File: src/rtl/noc_pkg.sv
// rtl/noc_pkg.sv - shared NoC router port indices, select encoding and allocator states
package noc_pkg;

  localparam int PORT_N = 0;
  localparam int PORT_S = 1;
  localparam int PORT_E = 2;
  localparam int PORT_W = 3;
  localparam int PORT_L = 4;

  localparam logic [2:0] SEL_NONE = 3'b111;

  typedef enum logic {
    IDLE,
    LOCKED
  } alloc_state_t;

endpackage

File: src/rtl/rr_pick.sv
// rtl/rr_pick.sv - combinational round-robin picker: first set request at or after ptr
module rr_pick #(
  parameter int NPORTS = 5
) (
  input  logic [NPORTS-1:0] req,
  input  logic [2:0]        ptr,
  output logic [2:0]        winner,
  output logic              any
);

  int idx;

  // Scan from the farthest offset down so the nearest request to ptr is the last write.
  always_comb begin
    winner = '0;
    any    = 1'b0;
    idx    = 0;
    for (int k = NPORTS - 1; k >= 0; k--) begin
      idx = (int'(ptr) + k) % NPORTS;
      if (req[idx]) begin
        winner = 3'(idx);
        any    = 1'b1;
      end
    end
  end

endmodule

File: src/rtl/output_port_alloc.sv
// rtl/output_port_alloc.sv - per-output wormhole switch allocator with credit flow control
module output_port_alloc
  import noc_pkg::*;
#(
  parameter int NPORTS  = 5,
  parameter int CREDITS = 4,
  parameter int CW      = $clog2(CREDITS + 1)
) (
  input  logic              clk,
  input  logic              rst,
  input  logic [NPORTS-1:0] req_i,
  input  logic [NPORTS-1:0] flit_valid_i,
  input  logic [NPORTS-1:0] tail_i,
  input  logic              credit_i,
  output logic [NPORTS-1:0] grant_o,
  output logic [2:0]        sel_o,
  output logic              flit_valid_o,
  output logic [CW-1:0]     credits_o,
  output logic              locked_o
);

  alloc_state_t  state, state_nxt;
  logic [2:0]    owner, owner_nxt;
  logic [2:0]    ptr, ptr_nxt;
  logic [CW-1:0] credits;
  logic          has_credit;
  logic [2:0]    pick_idx;
  logic          pick_any;

  assign has_credit = (credits != '0);

  rr_pick #(.NPORTS(NPORTS)) u_pick (
    .req    (req_i),
    .ptr    (ptr),
    .winner (pick_idx),
    .any    (pick_any)
  );

  // Pop is same-cycle with the grant; no credit bypass, only the registered count gates it.
  always_comb begin
    grant_o = '0;
    if (state == LOCKED && has_credit && flit_valid_i[owner]) begin
      grant_o[owner] = 1'b1;
    end
  end

  assign flit_valid_o = |grant_o;
  assign sel_o        = (state == LOCKED) ? owner : SEL_NONE;
  assign locked_o     = (state == LOCKED);
  assign credits_o    = credits;

  always_comb begin
    state_nxt = state;
    owner_nxt = owner;
    ptr_nxt   = ptr;
    case (state)
      IDLE: begin
        if (pick_any && has_credit) begin
          state_nxt = LOCKED;
          owner_nxt = pick_idx;
        end
      end
      LOCKED: begin
        if (flit_valid_o && tail_i[owner]) begin
          state_nxt = IDLE;
          ptr_nxt   = (owner == 3'(NPORTS - 1)) ? 3'd0 : owner + 3'd1;
        end
      end
      default: state_nxt = IDLE;
    endcase
  end

  always_ff @(posedge clk or posedge rst) begin
    if (rst) begin
      state <= IDLE;
      owner <= '0;
      ptr   <= '0;
    end else begin
      state <= state_nxt;
      owner <= owner_nxt;
      ptr   <= ptr_nxt;
    end
  end

  // Send and return in the same cycle cancel; a return at full depth is dropped.
  always_ff @(posedge clk or posedge rst) begin
    if (rst) begin
      credits <= CW'(CREDITS);
    end else begin
      case ({flit_valid_o, credit_i})
        2'b10:   credits <= credits - CW'(1);
        2'b01:   if (credits != CW'(CREDITS)) credits <= credits + CW'(1);
        default: credits <= credits;
      endcase
    end
  end

endmodule

File: config.mk
export PLATFORM = sky130hd
export DESIGN_NAME = output_port_alloc
export DESIGN_NICKNAME = d
export VERILOG_FILES = /design/src/rtl/noc_pkg.sv /design/src/rtl/rr_pick.sv /design/src/rtl/output_port_alloc.sv
export SDC_FILE = /design/constraint.sdc
export NUM_CORES = 1
export LEC_CHECK = 0
export CAP_MARGIN = 30
export CORE_MARGIN = 5
export CORE_UTILIZATION = 45
export CTS_BUF_LIST = sky130_fd_sc_hd__clkbuf_4
export DETAILED_ROUTE_END_ITERATION = 8
export GPL_ROUTABILITY_DRIVEN = 0
export HOLD_SLACK_MARGIN = 0.05
export PLACE_DENSITY = 0.66
export SLEW_MARGIN = 20
export SYNTH_ARGS = -nofsm -noshare
export SYNTH_HDL_FRONTEND = slang
export SYNTH_SLANG_ARGS = --single-unit
File: constraint.sdc
create_clock -name clk -period 4.26 [get_ports clk]
set_input_delay 0.426 -clock clk [delete_from_list [all_inputs] [get_ports clk]]
set_output_delay 0.426 -clock clk [all_outputs]
set_load 0.02 [all_outputs]
Word-level counts from Yosys, hierarchy flattened
Index checks and enable logic that the tools add are counted.
- flip-flop bits (word level): 10
- bits of input ports: 18
- output and inout bits: 13
- word-level logic and storage cells: 79
- add/sub/neg operators: 7
- div/mod/pow operators: 5
- magnitude comparators: 7
- equality and inequality tests: 5
- muxes and demuxes: 39
- bitwise gates (word level): 1
- reduce and logical (&&, ||, !) cells: 11
- operators with widths (operator ; count):
    $lt A32 B5 Y1 const B ; 5
    $mod A32 B4 Y32 const B ; 4
    $mod A4 B4 Y32 const B ; 1
    $mux W3 ; 8
    $bmux W1 S3 ; 7
    $mux W1 ; 20
    $add A3 B2 Y4 const B ; 2
    $add A3 B1 Y3 const B ; 2
    $pmux W3 S2 ; 1
    $reduce_and A2 Y1 ; 3
    $logic_and A1 B1 Y1 ; 5
    $mux W5 ; 1
    $reduce_or A5 Y1 ; 1
    $add A3 B1 Y4 const B ; 1
    $add A3 B3 Y4 const B ; 1
    $lt A3 B4 Y1 const B ; 1
    $demux W1 S3 ; 1
    $eq A3 B3 Y1 const B ; 1
    $ge A3 B1 Y1 const B ; 1
    $ne A3 B3 Y1 const B ; 1
    $reduce_bool A3 Y1 ; 1
    $sub A3 B1 Y3 const B ; 1
    $eq A2 B1 Y1 const B ; 1
    $eq A2 B2 Y1 const B ; 1
    4 further kinds ; 4

Logic depth before layout (Yosys ltp)
- word-level depth: 13
- mapped depth: 18

Cells and area by module
A second synthesis with hierarchy kept.
- cell total of the unflattened synthesis: 271
- area, all modules: 2122.0 µm²
- modules (own cells, without submodules) (module ; times used ; cells each ; area an instance (µm²)):
    rr_pick ; 1 ; 193 ; 1355.0
    output_port_alloc ; 1 ; 78 ; 767.0

Worst setup path before layout
Ideal clock, no wire load.
- kind: reg2reg
- from: register ptr[0]
- to: register owner[1]
- setup time: 0.065 ns
- arrival time: 3.993 ns
- data required time: 4.195 ns
- setup slack: 0.202 ns
- stages on the path, launching flop included: 18
- buffers on the path: 3
- period minus slack after synthesis: 4.058 ns
- cell sequence: dfrtp_1 -> buf_2 -> inv_1 -> buf_2 -> ha_1 -> clkbuf_1 -> inv_1 -> nand2_1 -> and2_1 -> ha_1 -> a221oi_2 -> a2111oi_0 -> nor3b_2 -> a31oi_2 -> or4_1 -> and3_1 -> o31ai_2 -> mux2_4
- word-level cells in the longest chain between the ends: 12
- ends and longest elaborated chain (what ; RTL line ; text):
    start, declared ; output_port_alloc.sv:24 ; logic [2:0] ptr, ptr_nxt;
    start signal, assigned ; output_port_alloc.sv:81 ; ptr <= ptr_nxt;
    $add A3 B3 Y4 ; rr_pick.sv:19 ; idx = (int'(ptr) + k) % NPORTS;
    $mod A32 B4 Y32 ; rr_pick.sv:19 ;
    $bmux W1 S3 ; rr_pick.sv:20 ; if (req[idx]) begin
    $mux W1 (implied by the code) (2 in a row) ; rr_pick.sv:20 ;
    $mux W1 (5 in a row) ; rr_pick.sv:20 ;
    $logic_and A1 B1 Y1 ; output_port_alloc.sv:58 ; if (pick_any && has_credit) begin
    $reduce_and A2 Y1 (no source line) ; - ;
    end signal, assigned ; output_port_alloc.sv:80 ; owner <= owner_nxt;
    end, declared ; output_port_alloc.sv:23 ; logic [2:0] owner, owner_nxt;
Parallel ways exist; a longest one is shown, timed or not. The select of a mux whose other input is x is not followed.
A chain may end at the register's enable or synchronous reset.

Worst setup path after layout
- from: register ptr[1]
- to: register owner[1]
Same word-level chain as after synthesis.

==> results.md <==
- Status: complete, no violations
- Syn Area/Cell: slightly below 8 um2
- Total track usage: 0.196
- Skew-Pair Late Insertion Delay: approximately 280 ps
- Final Core Density: 0.558
- Relative slew slack: 0.526
- Via/cell ratio: about 6
- Initial antenna violation count: 0
- FFs w/ async S/R, synth: 1.00
- Simple-gate share of the synthesized area: 0.258
- Required @ worst endpoint: roughly 4500 ps
- CTS Buf Count: 3
- Synth Area in Adders: 0.134
- Post-synthesis compound-gate area fraction: 0.283
- Slew @ Worst Pin: 706 ps
- Met2 Wirelength: ~3.4 mm
- Vias: between 2k and 3k
- Worst reg-to-reg path cell count: 14
- Post-synthesis sequential area ratio: 0.103
- Synthesis-to-finish area growth: 18.5%
- Predominant post-synthesis flop cell: dfrtp_1
- CTS tree: built
- Worst Hold Class: input pin to async pin
- Die area: between 7000 and 8000 um2
- Final #Nets: slightly below 400
- Ports: 31
- Main combinational cell family by area after synthesis: compound AO/OA/AOI/OAI gates
- CTS max path bufs: 2
- CP Data Arrival Time: 4120 ps
- Design area: 2910 um2
- Yosys cell types: just under 80
- Effective utilization at floorplan: 0.471
- Routed WL: approximately 6.7 mm
- Xor and xnor fraction of the mapped netlist area: 0.0469
- DR WL/cell: roughly 16 um
- Highest routed layer: met4
- Slew Viols, Final: 0
- Fin crit share: 0.918
- R2R Path End: owner[1]$_DFFE_PP0P_
- Clock slew at reported path FFs: ~70 ps
- Mux cell area share after synthesis: 0.102
- Unrepaired setup endpoints after global routing: false
- Filler instances: between 500 and 600
- Startpoint Class: flip-flop
- Sink Count: 10
- Initial DRC Count: 103
- Clk_skew: slightly above 10 ps
- CP max FO: 8
- Final Hold Fails: 0
- Min cycle time layout: ~4000 ps
- Number of global-route vias before repair: about 2.4k
- Commonest cells after routing, fill and taps aside: 30 x clkdlybuf4s50_1, 26 x nand2_1, 23 x inv_1, 23 x ha_1, 22 x nor2_1
- Core ar.: about 5200 um2
- Layout cell share with drive strength beyond 1: 0.138
- F_max: around 260 MHz
- Syn Nets: roughly 360
- RR Startpoint: ptr[1]$_DFFE_PP0P_
- Post-DP Area: 2880 um2
- GRT Residual Overflow: 0
- Post-synth EDFFs: 0
- Root Buffer: clkbuf_4
- Routed length on met1: 2.98 mm
- Setup TNS: 0 ps
- Detail Route met3 WL: 195 um
- Rows: 26
- Yosys Warn Count: 0
- H-tree level count: 1
- IO buf count: 30
- Most common cell after layout, fill and taps aside: clkdlybuf4s50_1
- Routed Antenna Nets: 0
- Largest net degree at the start of global routing: 20
- Die W: around 84 um
- Drt first pass iters: 4
- Reg2Reg Setup Slack: roughly 350 ps
- Final setup violation count: 0
- Setup CP Type: flip-flop to flip-flop
- Worst Hold Slack: approximately 440 ps
- CP Capture Type: flip-flop
- Die H: about 84 um
- Diode count: 0
- Flops & latches, synth: 10
- Cell Area, Synth: 2450 um2
- Post-DP HPWL: 5.30 mm
- Mapped Cells: between 300 and 400
- Remaining DRCs: 0
- Post-CTS Setup Inserts: 0
- Crit path from: ptr[1]$_DFFE_PP0P_
- First-pass GRT wire length: 11.6 mm
- Max cap viols: 0
[cells in the mapped netlist (4+ instances only)]
library cell	number	area share
mux2i_1	14	0.057
a21oi_1	12	0.024
nand3_1	12	0.024
buf_2	5	0.010
nor2b_1	4	0.010
nor3_1	10	0.020
a21o_1	4	0.012
o21ai_0	20	0.041
o31ai_1	4	0.012
or3_1	4	0.010
clkbuf_1	8	0.012
nand2b_1	7	0.018
nor2_1	22	0.034
nand2_1	26	0.040
xnor2_1	5	0.018
nand4_1	4	0.010
a211oi_1	7	0.021
ha_1	23	0.12
o211a_1	4	0.016
and3_1	5	0.013
dfrtp_1	9	0.092
inv_1	23	0.035
[metrics by stage]
stage | cells | worst slack [ps]
floorplan | 315 | 202
global placement | 414 | 392
detailed placement | 414 | 303
CTS | 418 | 278
global route | 418 | 6.59
finish | 418 | 350
[registers in the layout (all words and copies together) (netlist names)]
signal / count
locked_o: 1
owner: 3
ptr: 3
credits_o: 3
[how the worst max path moves through the flow]
stage                            to  slack (ps)  cells past startpoint
5_1_grt        owner[0]$_DFFE_PP0P_           7                     16
2_1_floorplan  owner[1]$_DFFE_PP0P_         200                     17
6_report       owner[1]$_DFFE_PP0P_         350                     14
3_3_place_gp   owner[2]$_DFFE_PP0P_         390                     16
3_5_place_dp   owner[2]$_DFFE_PP0P_         300                     16
4_1_cts        owner[1]$_DFFE_PP0P_         280                     16
[worst max-delay path: stages, from the launching register on]
cell       delay (ps)
dfrtp_1           380
inv_1             220
ha_1              330
xnor2_4           170
o211ai_1          170
and2_1            200
ha_1              260
a221oi_2          440
a2111oi_1         120
nor3b_2           230
a31oi_2           180
or4_1             560
and3_1            200
o31ai_2           210
mux2_4            170
[kinds of logic after synthesis]
| group | Yosys count |
|---|---|
| simple gates | 117 |
| compound gates | 93 |
| buf+inv | 42 |
| fa+ha+maj | 25 |
| mux | 20 |
| flops | 10 |
| xor+xnor | 8 |
[per-layer routing]
layer / vias to the layer above / global-route usage
li1: 1239 / -
met1: 1215 / 0.249
met2: 44 / 0.356
met3: 7 / 0.0168
met4: 0 / 0.0439
met5: - / 0
[final cells by class]
| cell class | count | area [um2] | area share |
|---|---|---|---|
| sequential | 10 | 253 | 0.0870 |
| multi-input combinational | 263 | 2020 | 0.696 |
| inverter | 25 | 96.3 | 0.0332 |
| clock buffer | 3 | 22.5 | 0.00775 |
| clock inverter | 1 | 3.75 | 0.00129 |
| tap | 70 | 87.6 | 0.0301 |
| timing repair buffer | 46 | 420 | 0.145 |
[timing repair]
action                                  4_1_cts  5_1_grt
hold buffers                                  0        0
gates resized for setup                       0        3
endpoints found under the hold margin         0        0
endpoints found under the setup margin        0        3
Power is left out: the tool's default activity adds up to more than one toggle a clock period on the data nets, which glitch-free logic cannot reach.
